`src/rtl/mem_bus_bridge_pkg.sv`:
```
// Shared definitions for the bridge between the control FSM memory strobes and the external bus.
package mem_bus_bridge_pkg;

    typedef enum logic [1:0] {
        IDLE = 2'd0,
        WAIT = 2'd1,
        RESP = 2'd2
    } mem_bridge_state_t;

    localparam int         MEM_BRIDGE_TIMEOUT_DEFAULT = 255;
    localparam logic [7:0] MEM_BRIDGE_ERR_DATA        = 8'hFF;

endpackage

```
`src/rtl/mem_timeout_counter.sv`:
```
// Wait-state counter for the memory bus bridge; flags the WAIT cycle in which the limit is reached.
module mem_timeout_counter #(
    parameter int LIMIT = 255
) (
    input  logic clk,
    input  logic rst,
    input  logic clear,
    input  logic count_en,
    output logic expired
);

    logic [7:0] count_q;

    // NOTE: state is updated with non-blocking assignments so every flop samples pre-edge values.
    always_ff @(posedge clk or posedge rst) begin
        if (rst)
            count_q <= '0;
        else if (clear)
            count_q <= '0;
        else if (count_en)
            count_q <= count_q + 8'd1;
    end

    // Expiry is flagged on the cycle whose increment would reach LIMIT, so WAIT lasts exactly LIMIT cycles.
    assign expired = count_en && (count_q == 8'(LIMIT - 1));

endmodule

```
`src/rtl/mem_bus_bridge.sv`:
```
// Turns the control FSM's single-cycle memory strobes into a req/ack external bus transaction.
// Define MEM_BRIDGE_TIMEOUT_EN to abort transactions after TIMEOUT_CYCLES wait cycles.
module mem_bus_bridge
    import mem_bus_bridge_pkg::*;
#(
    parameter int TIMEOUT_CYCLES = MEM_BRIDGE_TIMEOUT_DEFAULT
) (
    input  logic        clk,
    input  logic        rst,
    input  logic        address_read,
    input  logic [15:0] addr_bus_i,
    input  logic        mem_enable,
    input  logic        data_in,
    input  logic        data_out,
    input  logic [7:0]  wdata_i,
    output logic [7:0]  rdata_o,
    output logic        rdata_valid_o,
    output logic        hold_o,
    output logic        bus_err_o,
    output logic        ext_req_o,
    output logic        ext_we_o,
    output logic [15:0] ext_addr_o,
    output logic [7:0]  ext_wdata_o,
    input  logic        ext_ack_i,
    input  logic [7:0]  ext_rdata_i
);

    if (TIMEOUT_CYCLES < 1 || TIMEOUT_CYCLES > 255) begin : g_bad_timeout
        $error("mem_bus_bridge: TIMEOUT_CYCLES must be within 1..255");
    end

    mem_bridge_state_t state;
    logic [15:0]       addr_q;
    logic              accept;
    logic              expired;

    assign accept = (state == IDLE) && mem_enable && (data_in || data_out);

    // The FSM must freeze in the accept cycle itself, before the state register has moved.
    assign hold_o = !rst && ((state == WAIT) || accept);

    always_ff @(posedge clk or posedge rst) begin
        if (rst) begin
            state         <= IDLE;
            addr_q        <= '0;
            ext_req_o     <= 1'b0;
            ext_we_o      <= 1'b0;
            ext_addr_o    <= '0;
            ext_wdata_o   <= '0;
            rdata_o       <= '0;
            rdata_valid_o <= 1'b0;
        end else begin
            case (state)
                IDLE: begin
                    if (address_read)
                        addr_q <= addr_bus_i;
                    if (accept) begin
                        ext_addr_o  <= address_read ? addr_bus_i : addr_q;
                        ext_we_o    <= data_out;
                        ext_wdata_o <= wdata_i;
                        ext_req_o   <= 1'b1;
                        state       <= WAIT;
                    end
                end
                WAIT: begin
                    if (ext_ack_i || expired) begin
                        if (!ext_we_o)
                            rdata_o <= ext_ack_i ? ext_rdata_i : MEM_BRIDGE_ERR_DATA;
                        rdata_valid_o <= !ext_we_o;
                        ext_req_o     <= 1'b0;
                        state         <= RESP;
                    end
                end
                default: begin
                    // RESP: the FSM's still-asserted strobes belong to the finished step.
                    rdata_valid_o <= 1'b0;
                    state         <= IDLE;
                end
            endcase
        end
    end

`ifdef MEM_BRIDGE_TIMEOUT_EN
    logic bus_err_q;

    mem_timeout_counter #(
        .LIMIT (TIMEOUT_CYCLES)
    ) u_timeout (
        .clk      (clk),
        .rst      (rst),
        .clear    (accept),
        .count_en ((state == WAIT) && !ext_ack_i),
        .expired  (expired)
    );

    always_ff @(posedge clk or posedge rst) begin
        if (rst)
            bus_err_q <= 1'b0;
        else if ((state == WAIT) && expired)
            bus_err_q <= 1'b1;
    end

    assign bus_err_o = bus_err_q;
`else
    assign expired   = 1'b0;
    assign bus_err_o = 1'b0;
`endif

endmodule

```
`config.mk`:
```
export PLATFORM = sky130hd
export DESIGN_NAME = mem_bus_bridge
export DESIGN_NICKNAME = d
export VERILOG_FILES = /design/src/rtl/mem_bus_bridge_pkg.sv /design/src/rtl/mem_timeout_counter.sv /design/src/rtl/mem_bus_bridge.sv
export SDC_FILE = /design/constraint.sdc
export NUM_CORES = 1
export LEC_CHECK = 0
export CORE_MARGIN = 2
export CORE_UTILIZATION = 41
export DETAILED_ROUTE_END_ITERATION = 12
export GPL_ROUTABILITY_DRIVEN = 1
export PLACE_DENSITY = 0.75
export SYNTH_ARGS = -nofsm -noshare
export SYNTH_HDL_FRONTEND = slang
export SYNTH_SLANG_ARGS = --single-unit
```
`constraint.sdc`:
```
create_clock -name clk -period 1.8 [get_ports clk]
set_input_delay 0.54 -clock clk [delete_from_list [all_inputs] [get_ports clk]]
set_output_delay 0.54 -clock clk [all_outputs]
set_load 0.01 [all_outputs]
```
After elaboration in Yosys (flattened, before gate mapping)
Cells that the tools add are included.
{ "word_totals": {"regBits": 53, "in_bits": 39, "out_inout_bits": 37} }
{ "op_classes": {"n_eq_ne": 3, "muxes": 9, "bitwise_logic": 2, "reduce_logical": 14} }
{ "ops": {"columns": ["op", "n"], "rows": [
  ["$mux 16", 1],
  ["$reduce_and 2->1", 3],
  ["$reduce_and 3->1", 2],
  ["$mux 2", 2],
  ["$ne 2x2->1 const B", 2],
  ["$pmux 1 s2", 2],
  ["$pmux 2 s2", 1],
  ["$logic_and 1x1->1", 3],
  ["$mux 1", 3],
  ["$eq 2x1->1 const B", 1],
  ["$logic_not 1->1", 2],
  ["$logic_not 2->1", 1],
  ["$logic_or 1x1->1", 2],
  ["$not 1->1", 2],
  ["$reduce_bool 2->1", 1]
]} }

Longest topological paths before layout
Gate-level depths: netlist (run 1).
{ "logic_depth": {"ltp_word": 5, "mapped_depth": 6, "ltp_nobuf": 3} }

Worst setup path before layout (run 1)
No wires, ideal clock.
{ "synth_path": {"path_type": "input to output", "from": "input mem_enable", "to": "output hold_o", "arrival_ns": 1.298, "required_ns": 1.260, "slack_ns": -0.038, "cell_stages": 5, "n_path_buf": 2, "cell_sequence": "nor3b_4 o21a_1 buf_6 buf_12 o21a_1"} }
{ "synth_between": {"elab_chain_cells": 4} }
{ "synth_lines": {"columns": ["element", "line_no", "source"], "rows": [
  ["from (decl)", "mem_bus_bridge.sv:12", "input logic mem_enable,"],
  ["$logic_and 1x1->1 (2 in a row)", "mem_bus_bridge.sv:37", "assign accept = (state == IDLE) && mem_enable && (data_in || data_out);"],
  ["$logic_or 1x1->1", "mem_bus_bridge.sv:40", "assign hold_o = !rst && ((state == WAIT) || accept);"],
  ["$logic_and 1x1->1", "mem_bus_bridge.sv:40", null],
  ["to (decl)", "mem_bus_bridge.sv:18", "output logic hold_o,"]
]} }
Every way passes these cells.

Worst setup path after layout (run 1)
{ "layout_path": {"from": "register state[1]", "to": "output hold_o"} }
{ "layout_between": {"elab_chain_cells": 5} }
{ "layout_lines": {"columns": ["element", "line_no", "source"], "rows": [
  ["from (decl)", "mem_bus_bridge.sv:32", "mem_bridge_state_t state;"],
  ["from (signal assigned)", "mem_bus_bridge.sv:44", "state <= IDLE;"],
  ["from (signal assigned)", "mem_bus_bridge.sv:62", "state <= WAIT;"],
  ["from (signal assigned)", "mem_bus_bridge.sv:71", "state <= RESP;"],
  ["$logic_not 2->1", "mem_bus_bridge.sv:37", null],
  ["$logic_and 1x1->1 (2 in a row)", "mem_bus_bridge.sv:37", null],
  ["$logic_or 1x1->1 *", "mem_bus_bridge.sv:40", null],
  ["$logic_and 1x1->1 *", "mem_bus_bridge.sv:40", null]
]} }
Every way passes the cells marked *; elsewhere a longest branch is shown, timed or not.

==> results of run 1 <==
==> routing by layer <==
layer | vias up | wire [um] | share of wire, %
li1 | 675 | - | -
met1 | 711 | 1960 | 45
met2 | 51 | 2040 | 46
met3 | 5 | 339 | 7.7
met4 | 0 | 57 | 1.3
met5 | - | 0 | 0
==> cell families (layout without fill, tap and decap cells) <==
family,Yosys count,count (layout)
mux,64,64
flops,53,53
buf+inv,10,98
simple gates,8,8
compound gates,6,6
other cells,1,1
==> timing repair <==
item | in CTS | in global routing
gates resized for setup | 7 | 8
pin swaps | 2 | 2
endpoints found under the hold margin | 0 | 0
buffers inserted | 1 | 0
endpoints found under the setup margin | 26 | 9
==> report_power, final <==
| group | switching (mW) | total [mW] | internal (mW) |
|---|---|---|---|
| registers | 0.261 | 1.94 | 1.68 |
| clock network | 0.364 | 0.712 | 0.348 |
| logic | 0.630 | 1.93 | 1.30 |
==> metrics by stage <==
stage	setup slack (ns)	hold WS (ns)
floorplan	-0.0376	0.477
global placement	-0.693	0.464
detailed placement	-0.734	0.483
CTS	-0.117	0.504
global route	-0.171	0.503
finish	-0.0821	0.482
==> cell type report <==
type / instances / area, um2 / share of cell area (%)
flip-flops and latches: 53 / 1330 / 39.5
repair buffers: 88 / 920 / 27.4
multi-input cells: 79 / 907 / 27.0
clock buffers: 7 / 96.3 / 2.87
well taps: 72 / 90.1 / 2.68
inverters: 2 / 11.3 / 0.336
clock inverters: 1 / 5.00 / 0.149
==> critical path: stages, from the launching register on <==
cell	delay, ns
dfrtp_1	0.43
nor3b_4	0.22
o21a_1	0.17
o21a_1	0.11
buf_2	0.12
==> synthesized netlist by cell type, drive strengths merged <==
| master | n |
|---|---|
| a21o | 1 |
| a21oi | 1 |
| a22o | 1 |
| a311oi | 1 |
| buf | 7 |
| clkbuf | 1 |
| conb | 1 |
| dfrtp | 53 |
| inv | 2 |
| mux2 | 64 |
| nand2 | 1 |
| nand3b | 1 |
| nor2 | 2 |
| nor3b | 3 |
| o21a | 2 |
| or2 | 1 |
==> state kept, by name, summed over array words and instances (netlist names) <==
signal,count
addr_q,16
rdata_valid_o,1
state,2
ext_addr_o,16
rdata_o,8
ext_wdata_o,8
ext_we_o,1
ext_req_o,1
==> worst max path at each step <==
stage / start / endpoint / cells after the start
after global routing: state[1] / hold_o / 4
after CTS: state[0] / hold_o / 4
after detailed placement: mem_enable / hold_o / 5
final: state[1] / hold_o / 4
after global placement: mem_enable / hold_o / 5
after floorplan: mem_enable / hold_o / 5
==> results.txt, run 1 <==
Synth Register Bits = 53
chip height = 79.4 um
max-slew violation count = 0
critical path class = register to output pin
hold-fix buffers at CTS = 0
Syn Area/Cell = 16.4 um2
largest family of logic cells by synthesized area = multiplexers
Max clock buf depth = 2
DP HPWL = 3240 um
fin cells = 302
Hold Crit Depth = 1
VDD IR max = 723 uV
fin crit share = 105%
Clk pin slew, worst setup/hold paths = 0.08 ns
FILL cells = 440
final hold violation count = 0
sink of the worst hold path = ext_req_o
diodes inserted = 0
synthesized net count = 181
Finished Cell Area = 0.00336 mm2
DR DRC count = 0
largest net degree at the start of global routing = 27
initial antenna violation count = 0
Net count, final = 268
Synth Instances = 142
Unique masters post-synth = 21
unrepaired setup endpoints after global routing = yes
total CTS buffers = 5
FF-to-FF setup slack = 0.09 ns
GR met3 Demand/Resource = 5.88%
post-route total power = 4.58 mW
Vias/cell = 4.77
Pleak = 1.49 nW
crit path DAT = 1.34 ns
TritonCTS clock tree = yes
most frequent cells in the layout = 62 x clkdlybuf4s50_1, 53 x dfrtp_1, 47 x mux2_2
Pwr per Cell Area = 1370 mW/mm2
initial DRC count = 27
vias = 1442
core outline area = 0.00551 mm2
final setup fails = 1
top-level port count = 76
Synth Warn # = 0
Yosys top cell area share = 56.9%
clock root buffer = clkbuf_8
PortBufs = 74
Crit path required time = 1.26 ns
H-tree Lvls = 2
Starting Density = 42.3%
CP Launch Type = register
gr ovfl total = 0
Hold Crit Start = ext_req_o
final wirelength = 4400 um
M1 GR Usage = 18.8%
gpl congestion = 0.713
vias in the first global route = 1597
Die Wd = 79.4 um
gr busiest metal = met2
RR Endpoint = ext_addr_o[15]
clk_skew = 0.00458 ns
min Tclk post-route = 1.88 ns
max_cap viols = 0
sequential fraction of the synthesis area = 56.9%
cells on worst reg2reg path = 4
Area contributors post-synth = dfrtp_1 57%, mux2_2 23%, mux2_4 11%
Synth Area in Simple Gates = 3.11%
Max FO, Critical Path = 2
die area = 0.00630 mm2
mux cell area share after synthesis = 33.7%
failing checks = negative setup slack
Final TNS setup = -0.0821 ns
layout cells sized above 1 = 40.4%
post-route core utilization = 60.9%
Post-DP Area = 0.00324 mm2
placed instance count = 293
start of the worst register-to-register path = state[1]
Post-Synth XOR/XNOR Area = 0%
worst min path class = register to register
M2 GR Usage = 24.6%
# rows = 27
fmax = 0.531 GHz
commonest non-fill, non-tap cell in the layout = clkdlybuf4s50_1
Adder-Cell Fraction of Synth Area = 0%
post-synthesis compound-gate area fraction = 1.99%
Final WS setup = -0.0821 ns
Worst Setup End Kind = output pin
first-pass GRT wire length = 7360 um
remaining antenna violation count after routing = 0
Post-Syn Area = 0.00233 mm2
routed wire length per instance = 14.6 um
gr usage total = 15.2%
outcome = finished with violations
TritonCTS Sinks = 53
Clk Latency, worst-skew pair = 0.30 ns
First-pass DRT Iterations = 2
biggest area consumer among synthesized cells = dfrtp_1
area delta synth->final = 44.0%
(Power assumes the default switching activity.)
==> run 2: changes to the inputs <==
--- a/config.mk
+++ b/config.mk
@@ -7,6 +7,7 @@
 export LEC_CHECK = 0
 export CORE_MARGIN = 2
 export CORE_UTILIZATION = 41
+export CTS_CLUSTER_SIZE = 40
 export DETAILED_ROUTE_END_ITERATION = 12
 export GPL_ROUTABILITY_DRIVEN = 1
 export PLACE_DENSITY = 0.75
==> results of run 2 <==
No change in the layout: final DEF, timing and power equal those of run 1.
==> run 3: changes to the inputs <==
--- a/config.mk
+++ b/config.mk
@@ -11,6 +11,8 @@
 export DETAILED_ROUTE_END_ITERATION = 12
 export GPL_ROUTABILITY_DRIVEN = 1
 export PLACE_DENSITY = 0.75
+export REMOVE_ABC_BUFFERS = 1
 export SYNTH_ARGS = -nofsm -noshare
 export SYNTH_HDL_FRONTEND = slang
 export SYNTH_SLANG_ARGS = --single-unit
+export TNS_END_PERCENT = 50
==> run 3 against run 2 <==
Compared with the run above:
- the flow still finishes with violations (negative setup slack)
- die area did not move
- sequential share of layout area rose by 0.48 points
- utilization fell by 0.73 points
- critical path type unchanged
- largest power group unchanged
==> results.txt, run 3 (synthesis gave the netlist of run 1 again) <==
outcome = finished with violations (unchanged)
failing checks = negative setup slack (unchanged)
clk_skew = 0.0103 ns (was 0.00458 ns)
gr ovfl total = 0 (unchanged)
unrepaired setup endpoints after global routing = yes (unchanged)
Max clock buf depth = 2 (unchanged)
clock power share = 14.2% (was 15.5%)
worst-path cell chain = nor3b_4 -> o21a_1 -> o21a_1 -> buf_6 (was nor3b_4 -> o21a_1 -> o21a_1 -> buf_2)
worst path buffer plus inverter count = 1 (unchanged)
TritonCTS Sinks = 53 (unchanged)
max_cap viols = 0 (unchanged)
Final WS setup = -0.0970 ns (was -0.0821 ns)
Net count, final = 267 (was 268)
VDD IR max = 756 uV (was 723 uV)
Clk pin slew, worst setup/hold paths = 0.09 ns (was 0.08 ns)
hold-fix buffers at CTS = 0 (unchanged)
Max FO, Critical Path = 2 (unchanged)
post-route total power = 4.49 mW (was 4.58 mW)
CP Launch Type = register (unchanged)
die area = 0.00630 mm2 (unchanged)
Hold Crit Start = ext_req_o (unchanged)
Seq pwr share = 42.9% (was 42.3%)
core outline area = 0.00551 mm2 (unchanged)
initial DRC count = 56 (was 27)
Crit-path slowest cell = dfrtp_1 (unchanged)
worst min path class = register to register (unchanged)
FF-to-FF setup slack = 0.07 ns (was 0.09 ns)
First-pass DRT Iterations = 3 (was 2)
remaining antenna violation count after routing = 0 (unchanged)
internal power = 3.24 mW (was 3.33 mW)
total CTS buffers = 5 (unchanged)
gr busiest metal = met2 (unchanged)
Most common cell on crit path = o21a_1 (unchanged)
combinational share of power = 42.8% (was 42.1%)
vias = 1438 (was 1442)
Vias/cell = 4.78 (was 4.77)
M1 GR Usage = 20.4% (was 18.8%)
vias in the first global route = 1557 (was 1597)
diodes inserted = 0 (unchanged)
start of the worst register-to-register path = state[0] (was state[1])
gpl congestion = 0.672 (was 0.713)
clock root buffer = clkbuf_8 (unchanged)
Worst Setup End Kind = output pin (unchanged)
Crit path required time = 1.26 ns (about the same)
crit path DAT = 1.36 ns (was 1.34 ns)
Starting Density = 42.3% (unchanged)
final wirelength = 4560 um (was 4400 um)
top-level port count = 76 (unchanged)
PortBufs = 74 (unchanged)
M2 GR Usage = 25.3% (was 24.6%)
gr usage total = 15.9% (was 15.2%)
Hold Crit Depth = 1 (unchanged)
critical path class = register to output pin (unchanged)
first-pass GRT wire length = 7560 um (was 7360 um)
min Tclk post-route = 1.90 ns (was 1.88 ns)
GR met3 Demand/Resource = 3.73% (was 5.88%)
fin crit share = 105% (about the same)
fmax = 0.527 GHz (was 0.531 GHz)
Finished Cell Area = 0.00332 mm2 (was 0.00336 mm2)
Post-DP Area = 0.00321 mm2 (was 0.00324 mm2)
DR DRC count = 0 (unchanged)
cells on worst reg2reg path = 4 (unchanged)
final setup fails = 1 (unchanged)
CP peak stage delay = 0.42 ns (was 0.43 ns)
area delta synth->final = 42.3% (was 44.0%)
TritonCTS clock tree = yes (unchanged)
RR Endpoint = ext_addr_o[14] (was ext_addr_o[15])
chip height = 79.4 um (unchanged)
commonest non-fill, non-tap cell in the layout = clkdlybuf4s50_1 (unchanged)
H-tree Lvls = 2 (unchanged)
routed wire length per instance = 15.1 um (was 14.6 um)
sink of the worst hold path = ext_req_o (unchanged)
DP HPWL = 3210 um (was 3240 um)
top cell family by delay on the critical path = flip-flops (unchanged)
max-slew violation count = 0 (unchanged)
Clk Latency, worst-skew pair = 0.31 ns (was 0.30 ns)
Pleak = 1.48 nW (was 1.49 nW)
initial antenna violation count = 0 (unchanged)
Die Wd = 79.4 um (unchanged)
# rows = 27 (unchanged)
largest net degree at the start of global routing = 33 (was 27)
Pwr per Cell Area = 1350 mW/mm2 (was 1370 mW/mm2)
fraction of power spent switching nets = 27.7% (was 27.4%)
most frequent cells in the layout = 61 x clkdlybuf4s50_1, 53 x dfrtp_1, 47 x mux2_2 (was 62 x clkdlybuf4s50_1, 53 x dfrtp_1, 47 x mux2_2)
sw power = 1.25 mW (about the same)
biggest regs = addr_q: 16 flops, ext_addr_o: 16 flops (unchanged)
layout cells sized above 1 = 38.9% (was 40.4%)
final hold violation count = 0 (unchanged)
## run 3: changes by cell type in the layout (fill, tap and decap cells not counted)
cell and delta:
clkbuf_1 +3, clkbuf_8 -2, buf_12 -1, buf_2 -1, buf_6 +1, clkdlybuf4s50_1 -1
clkinv_2 -1, clkinvlp_4 -1, dlygate4sd2_1 +1, inv_2 +1
## run 3: worst max path at each step
stage,from,to,slack [ns],depth (start not counted)
finish,state[0],hold_o,-0.1,4
global route,state[0],hold_o,-0.18,4
CTS,state[1],hold_o,-0.12,4
detailed placement,mem_enable,hold_o,-0.78,5
global placement,mem_enable,hold_o,-0.77,5
floorplan,mem_enable,hold_o,-0.60,3
## run 3: what timing repair did
| item | 4_1_cts | 5_1_grt |
|---|---|---|
| setup buffers | 1 | 0 |
| setup endpoints to repair | 26 | 11 |
| gates resized for setup | 8 | 9 |
| pin swaps | 3 | 2 |
## run 3: power by group through the flow
stage	clock network (mW)	registers (mW)	logic (mW)
CTS	0.663	1.94	1.97
finish	0.638	1.93	1.92
detailed placement	0	1.97	1.96
floorplan	0	2.12	0.751
global route	0.734	2.00	2.06
global placement	0	1.94	1.93
## run 3: per-stage QoR
stage	setup WS (ns)	hold slack (ns)	instances	utilization, %	TNS (ns)
2_1_floorplan	-0.602	0.477	134	-	-9.66
3_3_place_gp	-0.772	0.461	292	58.3	-17.28
3_5_place_dp	-0.781	0.465	292	58.3	-17.30
4_1_cts	-0.125	0.486	301	59.7	-0.125
5_1_grt	-0.184	0.517	301	60.2	-0.292
6_report	-0.0970	0.482	301	60.2	-0.0970
## run 3: cell type report
class	count	area [um2]
clock buffers	8	80.1
fillers	449	2190
inverters	2	7.51
multi-input cells	79	907
flip-flops and latches	53	1330
well taps	72	90.1
repair buffers	87	905
## run 3: worst register-to-register path, cell delays in order (launching register included)
cell and delay, ns:
dfrtp_1 0.42, nor3b_4 0.21, o21a_1 0.18, buf_4 0.41, mux2_2 0.41
## run 3: per-layer routing
layer	vias up	wire [um]
li1	676	-
met1	707	2050
met2	47	2180
met3	8	207
met4	0	114
met5	-	0
